**src/rtl/efi_pe_pkg.sv**
```systemverilog
// rtl/efi_pe_pkg.sv - shared widths, limits and stage sideband for the PE dot-product datapath
package efi_pe_pkg;

   // Sideband carried alongside each pipeline stage
   typedef struct packed {
      logic valid;
      logic first;
      logic last;
   } stage_sb_t;

   function automatic int clog2(input int value);
      int r;
      r = 0;
      for (int i = 0; i < 31; i++) begin
         if ((1 << i) < value) r = i + 1;
      end
      return r;
   endfunction

   function automatic bit is_pow2(input int value);
      return (value > 0) && ((value & (value - 1)) == 0);
   endfunction

   // Exact width of a LANES-term sum of DATA_W x DATA_W signed products
   function automatic int sum_w(input int data_w, input int lanes);
      return 2 * data_w + clog2(lanes);
   endfunction

   function automatic logic signed [127:0] acc_max(input int acc_w);
      return (128'sd1 <<< (acc_w - 1)) - 128'sd1;
   endfunction

   function automatic logic signed [127:0] acc_min(input int acc_w);
      return -(128'sd1 <<< (acc_w - 1));
   endfunction

endpackage

```
**src/rtl/efi_dot_product_accum_if.sv**
```systemverilog
// rtl/efi_dot_product_accum_if.sv - operand stream in, group result out, plus clock enable
interface efi_dot_product_accum_if #(
   parameter int DATA_W = 16,
   parameter int LANES  = 4,
   parameter int ACC_W  = 48
);
   logic                      ena;
   logic                      in_valid;
   logic                      in_first;
   logic                      in_last;
   logic [LANES*DATA_W-1:0]   ax;
   logic [LANES*DATA_W-1:0]   ay;
   logic                      out_valid;
   logic signed [ACC_W-1:0]   result;
   logic                      out_overflow;

   modport master (
      output ena, in_valid, in_first, in_last, ax, ay,
      input  out_valid, result, out_overflow
   );

   modport slave (
      input  ena, in_valid, in_first, in_last, ax, ay,
      output out_valid, result, out_overflow
   );
endinterface

```
**src/rtl/efi_signed_adder_tree.sv**
```systemverilog
// rtl/efi_signed_adder_tree.sv - registered balanced sum of LANES signed terms
module efi_signed_adder_tree
   import efi_pe_pkg::*;
#(
   parameter int LANES = 4,
   parameter int IN_W  = 32,
   parameter int OUT_W = IN_W + clog2(LANES)
) (
   input  logic                    clk0,
   input  logic                    aclr0,
   input  logic                    ena,
   input  logic [LANES*IN_W-1:0]   terms,
   output logic signed [OUT_W-1:0] sum
);

   // Heap-ordered tree: leaves at [LANES..2*LANES-1], root at [1]
   logic signed [OUT_W-1:0] node [1:2*LANES-1];

   // Pairwise reduction; OUT_W is wide enough that no level can overflow
   always_comb begin
      for (int i = 0; i < LANES; i++) begin
         node[LANES+i] = OUT_W'($signed(terms[i*IN_W +: IN_W]));
      end
      for (int k = LANES - 1; k >= 1; k--) begin
         node[k] = node[2*k] + node[2*k+1];
      end
   end

   // Output register of the tree stage
   always_ff @(posedge clk0 or posedge aclr0) begin
      if (aclr0) begin
         sum <= '0;
      end else if (ena) begin
         sum <= node[1];
      end
   end

endmodule

```
**src/rtl/efi_dot_product_accum.sv**
```systemverilog
// rtl/efi_dot_product_accum.sv - signed dot-product accumulate PE; EFI_DOT_SATURATE_EN selects clamp vs wrap
module efi_dot_product_accum
   import efi_pe_pkg::*;
#(
   parameter int DATA_W = 16,
   parameter int LANES  = 4,
   parameter int ACC_W  = 48
) (
   input  logic                   clk0,
   input  logic                   aclr0,
   efi_dot_product_accum_if.slave bus
);

   localparam int PROD_W = 2 * DATA_W;
   localparam int SUM_W  = sum_w(DATA_W, LANES);

   if (ACC_W < SUM_W || !is_pow2(LANES)) begin : g_bad_cfg
      $error("efi_dot_product_accum: need ACC_W >= SUM_W and LANES a power of two");
   end

`ifdef EFI_DOT_SATURATE_EN
   localparam logic signed [ACC_W-1:0] ACC_MAX_C = ACC_W'(acc_max(ACC_W));
   localparam logic signed [ACC_W-1:0] ACC_MIN_C = ACC_W'(acc_min(ACC_W));
`endif

   logic [LANES*DATA_W-1:0]  ax_s1, ay_s1;
   logic [LANES*PROD_W-1:0]  prod_s2;
   logic signed [SUM_W-1:0]  sum_s3;
   stage_sb_t                sb_s1, sb_s2, sb_s3;

   logic signed [ACC_W-1:0]  acc, acc_base, addend, acc_raw, acc_next;
   logic                     add_ovf, grp_ovf, grp_ovf_next, emit_s4;

   // S1: capture operands; first/last only mean anything alongside valid
   always_ff @(posedge clk0 or posedge aclr0) begin
      if (aclr0) begin
         ax_s1 <= '0;
         ay_s1 <= '0;
         sb_s1 <= '0;
      end else if (bus.ena) begin
         ax_s1       <= bus.ax;
         ay_s1       <= bus.ay;
         sb_s1.valid <= bus.in_valid;
         sb_s1.first <= bus.in_valid & bus.in_first;
         sb_s1.last  <= bus.in_valid & bus.in_last;
      end
   end

   // S2: per-lane full-precision signed products
   always_ff @(posedge clk0 or posedge aclr0) begin
      if (aclr0) begin
         prod_s2 <= '0;
         sb_s2   <= '0;
      end else if (bus.ena) begin
         for (int i = 0; i < LANES; i++) begin
            prod_s2[i*PROD_W +: PROD_W] <= $signed(ax_s1[i*DATA_W +: DATA_W]) *
                                           $signed(ay_s1[i*DATA_W +: DATA_W]);
         end
         sb_s2 <= sb_s1;
      end
   end

   efi_signed_adder_tree #(
      .LANES (LANES),
      .IN_W  (PROD_W),
      .OUT_W (SUM_W)
   ) u_tree (
      .clk0  (clk0),
      .aclr0 (aclr0),
      .ena   (bus.ena),
      .terms (prod_s2),
      .sum   (sum_s3)
   );

   // S3 sideband travels in step with the tree's output register
   always_ff @(posedge clk0 or posedge aclr0) begin
      if (aclr0) begin
         sb_s3 <= '0;
      end else if (bus.ena) begin
         sb_s3 <= sb_s2;
      end
   end

   // Group accumulate with signed-overflow detection; first restarts from zero
   always_comb begin
      acc_base     = sb_s3.first ? '0 : acc;
      addend       = ACC_W'(sum_s3);
      acc_raw      = acc_base + addend;
      add_ovf      = (acc_base[ACC_W-1] == addend[ACC_W-1]) &&
                     (acc_raw[ACC_W-1] != acc_base[ACC_W-1]);
`ifdef EFI_DOT_SATURATE_EN
      if (add_ovf) begin
         acc_next = acc_base[ACC_W-1] ? ACC_MIN_C : ACC_MAX_C;
      end else begin
         acc_next = acc_raw;
      end
`else
      acc_next     = acc_raw;
`endif
      grp_ovf_next = (sb_s3.first ? 1'b0 : grp_ovf) | add_ovf;
   end

   // S4: accumulator and sticky group overflow; acc is left in place after last
   always_ff @(posedge clk0 or posedge aclr0) begin
      if (aclr0) begin
         acc     <= '0;
         grp_ovf <= 1'b0;
         emit_s4 <= 1'b0;
      end else if (bus.ena) begin
         if (sb_s3.valid) begin
            acc     <= acc_next;
            grp_ovf <= grp_ovf_next;
         end
         emit_s4 <= sb_s3.valid & sb_s3.last;
      end
   end

   // Output register: result/out_overflow hold between group-end pulses
   always_ff @(posedge clk0 or posedge aclr0) begin
      if (aclr0) begin
         bus.out_valid    <= 1'b0;
         bus.result       <= '0;
         bus.out_overflow <= 1'b0;
      end else if (bus.ena) begin
         bus.out_valid <= emit_s4;
         if (emit_s4) begin
            bus.result       <= acc;
            bus.out_overflow <= grp_ovf;
         end
      end
   end

endmodule

```
**src/flat_wrapper.sv**
```systemverilog
// flat-port wrapper written by rule: the top's interface ports become plain ports
module efi_dot_product_accum_flat import efi_pe_pkg::*;
#(
   parameter int DATA_W = 16,
   parameter int LANES  = 4,
   parameter int ACC_W  = 48
)
  (clk0, aclr0, bus_ena, bus_in_valid, bus_in_first, bus_in_last, bus_ax, bus_ay, bus_out_valid, bus_result, bus_out_overflow);
  efi_dot_product_accum_if #(.DATA_W(DATA_W), .LANES(LANES), .ACC_W(ACC_W)) bus_i ();
  input  logic clk0;
  input  logic aclr0;
  input wire logic [$bits(bus_i.ena)-1:0] bus_ena;
  input wire logic [$bits(bus_i.in_valid)-1:0] bus_in_valid;
  input wire logic [$bits(bus_i.in_first)-1:0] bus_in_first;
  input wire logic [$bits(bus_i.in_last)-1:0] bus_in_last;
  input wire logic [$bits(bus_i.ax)-1:0] bus_ax;
  input wire logic [$bits(bus_i.ay)-1:0] bus_ay;
  output wire logic [$bits(bus_i.out_valid)-1:0] bus_out_valid;
  output wire logic [$bits(bus_i.result)-1:0] bus_result;
  output wire logic [$bits(bus_i.out_overflow)-1:0] bus_out_overflow;
  assign bus_i.ena = bus_ena;
  assign bus_i.in_valid = bus_in_valid;
  assign bus_i.in_first = bus_in_first;
  assign bus_i.in_last = bus_in_last;
  assign bus_i.ax = bus_ax;
  assign bus_i.ay = bus_ay;
  assign bus_out_valid = bus_i.out_valid;
  assign bus_result = bus_i.result;
  assign bus_out_overflow = bus_i.out_overflow;
  efi_dot_product_accum #(.DATA_W(DATA_W), .LANES(LANES), .ACC_W(ACC_W)) u_core (.clk0(clk0), .aclr0(aclr0), .bus(bus_i));
endmodule
```
**config.mk**
```make
export PLATFORM = sky130hd
export DESIGN_NAME = efi_dot_product_accum_flat
export DESIGN_NICKNAME = d
export VERILOG_FILES = /design/src/rtl/efi_pe_pkg.sv /design/src/rtl/efi_dot_product_accum_if.sv /design/src/rtl/efi_signed_adder_tree.sv /design/src/rtl/efi_dot_product_accum.sv /design/src/flat_wrapper.sv
export SDC_FILE = /design/constraint.sdc
export NUM_CORES = 2
export LEC_CHECK = 0
export CORE_MARGIN = 2
export CORE_UTILIZATION = 45
export DETAILED_ROUTE_END_ITERATION = 8
export GPL_TIMING_DRIVEN = 0
export HOLD_SLACK_MARGIN = 0.05
export SETUP_SLACK_MARGIN = 0.15
export SYNTH_ARGS = -nofsm -noshare
export SYNTH_HDL_FRONTEND = slang
export SYNTH_SLANG_ARGS = --single-unit
```
**constraint.sdc**
```tcl
create_clock -name clk0 -period 21.3 [get_ports clk0]
set_input_delay 3.195 -clock clk0 [delete_from_list [all_inputs] [get_ports clk0]]
set_output_delay 3.195 -clock clk0 [all_outputs]
set_load 0.01 [all_outputs]
```
==> metrics.yaml <==
clk_pin_slew_ns: 0.07
vias: 40300
synth-seq-area-share_pct: 17.1
cts_buffer_depth: 3
wl_mm: 156
dr.pass1.iters: 7
busiest_layer: "met2"
dieHeight_um: 365
fin_skew_ns: 0.0548
start_util_pct: 45.2
worst-r2r-cell-count: 26
cts_tree: "yes"
nets: 7707
r2r-end: "u_core.prod_s2[95]"
fp-row-count: 132
htree_num_levels: 2
hpwl_mm: 130
grt_usage_pct: 24.6
coreArea_sq_mm: 0.129
clkLatencyLatePin_ns: 0.67
netlist_instances: 5813
io_pins: 184
cp.required_ns: 21.81
cp.arrival_ns: 8.66
cts_buffers: 50
grt_util_met3_pct: 3.35
critical-path-max-stage-delay_ns: 0.61
wl_per_cell_um: 20.0
yosys_warnings: 0
io_buffers: 183
postSynth.asyncResetShare_pct: 100
synth_ff_type: "dfrtp_1"
worstHoldStart: "u_core.bus.out_overflow"
rr_startpoint: "u_core.ax_s1[43]"
die-area_sq_mm: 0.133
drive_gt1_share_pct: 6.93
final_cells: 7836
hold_viol: 0
maxSlewViolCount: 0
viasPerCell: 5.14
tightest_slew_ns: 1.38
drtIter0Drc: 2460
grt_max_degree: 124
cap_violations: 0
overflow: 0
min_period_ns: 8.15
grt_setup_unrepaired: "false"
gp_congestion: 0.931
post_cts_buffers: 0
relSlewSlack_pct: 7.77
first_global_vias: 43600
use_met2_pct: 41.4
clockRootBuffer: "clkbuf_16"
nFillCells: 12100
finalCritPeriodShare_pct: 38.3
synth_edf_count: 0
placed_cells_incl_taps: 7741
cp_common_cell: "fa_1"
avgSynthCellArea_sq_um: 10.1
crit_path_max_fanout: 10
setup-tns-final_ns: 0
hold_class: "reg2reg"
drc: 0
worst_hold_path.num_cells: 1
antenna_found_initial: 6
synth_area_sq_mm: 0.0585
crit_path_end_kind: "register"
startpoint_type: "register"
final-setup-viol-count: 0
grt_pass1_wl_mm: 250
ys_ff_latch: 399
status: "completed"
critPathBufInv: 5
critical_path_class: "reg2reg"
max_freq_mhz: 123
synth.distinct_cells: 66
rrSetupSlack_ns: 13.15
worstHoldEndpoint: "u_core.bus.out_overflow"
crit_family: "adder cells"
drt.antenna.violating_nets: 0
cp_slowest_cell: "dfrtp_1"
hold_buffers: 0
cts-resized-gates: 0
syn-num-nets: 7469
clock_sinks: 399
die_w_um: 365
syn2layout_area_growth_pct: 9.79
gr-usage-met1_pct: 33.5
-- layout make-up --
cell class	count	area (sq um)	area share, %
Multi-Input combinational cell	4023	43300	67.4
Sequential cell	399	9980	15.5
Inverter	1196	4500	7.00
Tap cell	1742	2180	3.39
Timing Repair Buffer	186	1910	2.98
Clock buffer	63	1350	2.10
Buffer	195	734	1.14
Clock inverter	30	272	0.423
Antenna cell	2	5.00	0.00779
-- worst max path at each step --
stage	start	to	slack [ns]	depth (start not counted)
after global routing	u_core.ax_s1[43]	u_core.prod_s2[95]	12.49	26
final	u_core.ax_s1[43]	u_core.prod_s2[95]	13.15	26
after floorplan	aclr0	u_core.acc[0]	7.01	1
after detailed placement	u_core.ax_s1[43]	u_core.prod_s2[95]	13.24	26
after global placement	aclr0	u_core.ay_s1[40]	1.39	2
after CTS	u_core.ax_s1[43]	u_core.prod_s2[95]	13.19	26
-- flip-flops by register name (all words and copies together) (netlist names) --
name	flops
u_core.prod_s2	128
u_core.bus.out_overflow	1
u_core.grp_ovf	1
u_core.sb_s2	3
u_core.bus.result	48
u_core.ax_s1	64
u_core.bus.out_valid	1
u_core.acc	48
u_core.ay_s1	64
u_core.sb_s3	3
u_core.sb_s1	3
u_core.emit_s4	1
u_core.u_tree.sum	34
-- through the flow --
stage          hold slack, ns  worst slack [ns]  utilization [%]  instance area (sq um)
2_1_floorplan           0.455              7.01                -                  58500
3_3_place_gp            0.483              1.39             48.3                  62500
3_5_place_dp            0.493             13.24             48.4                  62600
4_1_cts                 0.506             13.19             49.7                  64200
5_1_grt                 0.514             12.49             49.7                  64200
6_report                0.500             13.15             49.7                  64200
-- metal layers --
metal	share of wire, %	wire length (um)
met5	0	0
met2	48	75000
met3	5.5	8620
met1	44	68100
met4	3.0	4680
-- synthesized netlist by cell type (17+ instances only) --
library cell  instances  area (sq um)
xnor2_1             172          1510
a21o_1               85           638
o21ai_0             115           576
o21a_1               31           233
inv_1              1196          4490
nand3_1              32           160
nor2_1              148           556
fa_1               1114         22300
nand2_1             587          2200
a21oi_1             175           876
ha_1                408          5100
dfrtp_1             399          9980
mux2_2              312          3510
nor3_1               17          85.1
and2_1              499          3120
nor2b_1              70           438
o21bai_1             28           210
clkbuf_1            185           694
xor2_1               45           394
nand2b_1             45           282
-- layout by cell type (no fill, tap or decap), types with 5 or more instances in the layout --
cell                n
and3_1              9
xnor2_1           172
o21ai_0           115
ha_1              408
a31oi_1             8
or3_1               6
fa_1             1114
mux2_2            312
inv_1            1195
nand4_1            12
a211o_1             9
o21bai_1           28
nand2b_1           45
clkbuf_1          192
nor3_1             17
and2_1            499
clkbuf_16          50
xor2_1             45
nand2_1           587
nor2b_1            70
o21ai_1             5
buf_1               9
nor2_1            148
o31ai_1            11
a211oi_1            9
a21oi_1           175
o21a_1             31
dfrtp_1           399
clkinv_2           12
a21o_1             85
clkbuf_8            5
nand3_1            32
inv_6               6
clkdlybuf4s50_1   183
a31o_2              7
-- cell families after synthesis --
family          share of synthesized area, %
simple gates                            12.2
fa+ha+maj                               46.8
mux                                     6.04
buf+inv                                 8.93
compound gates                          5.66
xor+xnor                                3.25
flops                                   17.1
Power is not shown: default switching activity piles up to over one toggle a cycle in this logic, so the estimate is an artifact.
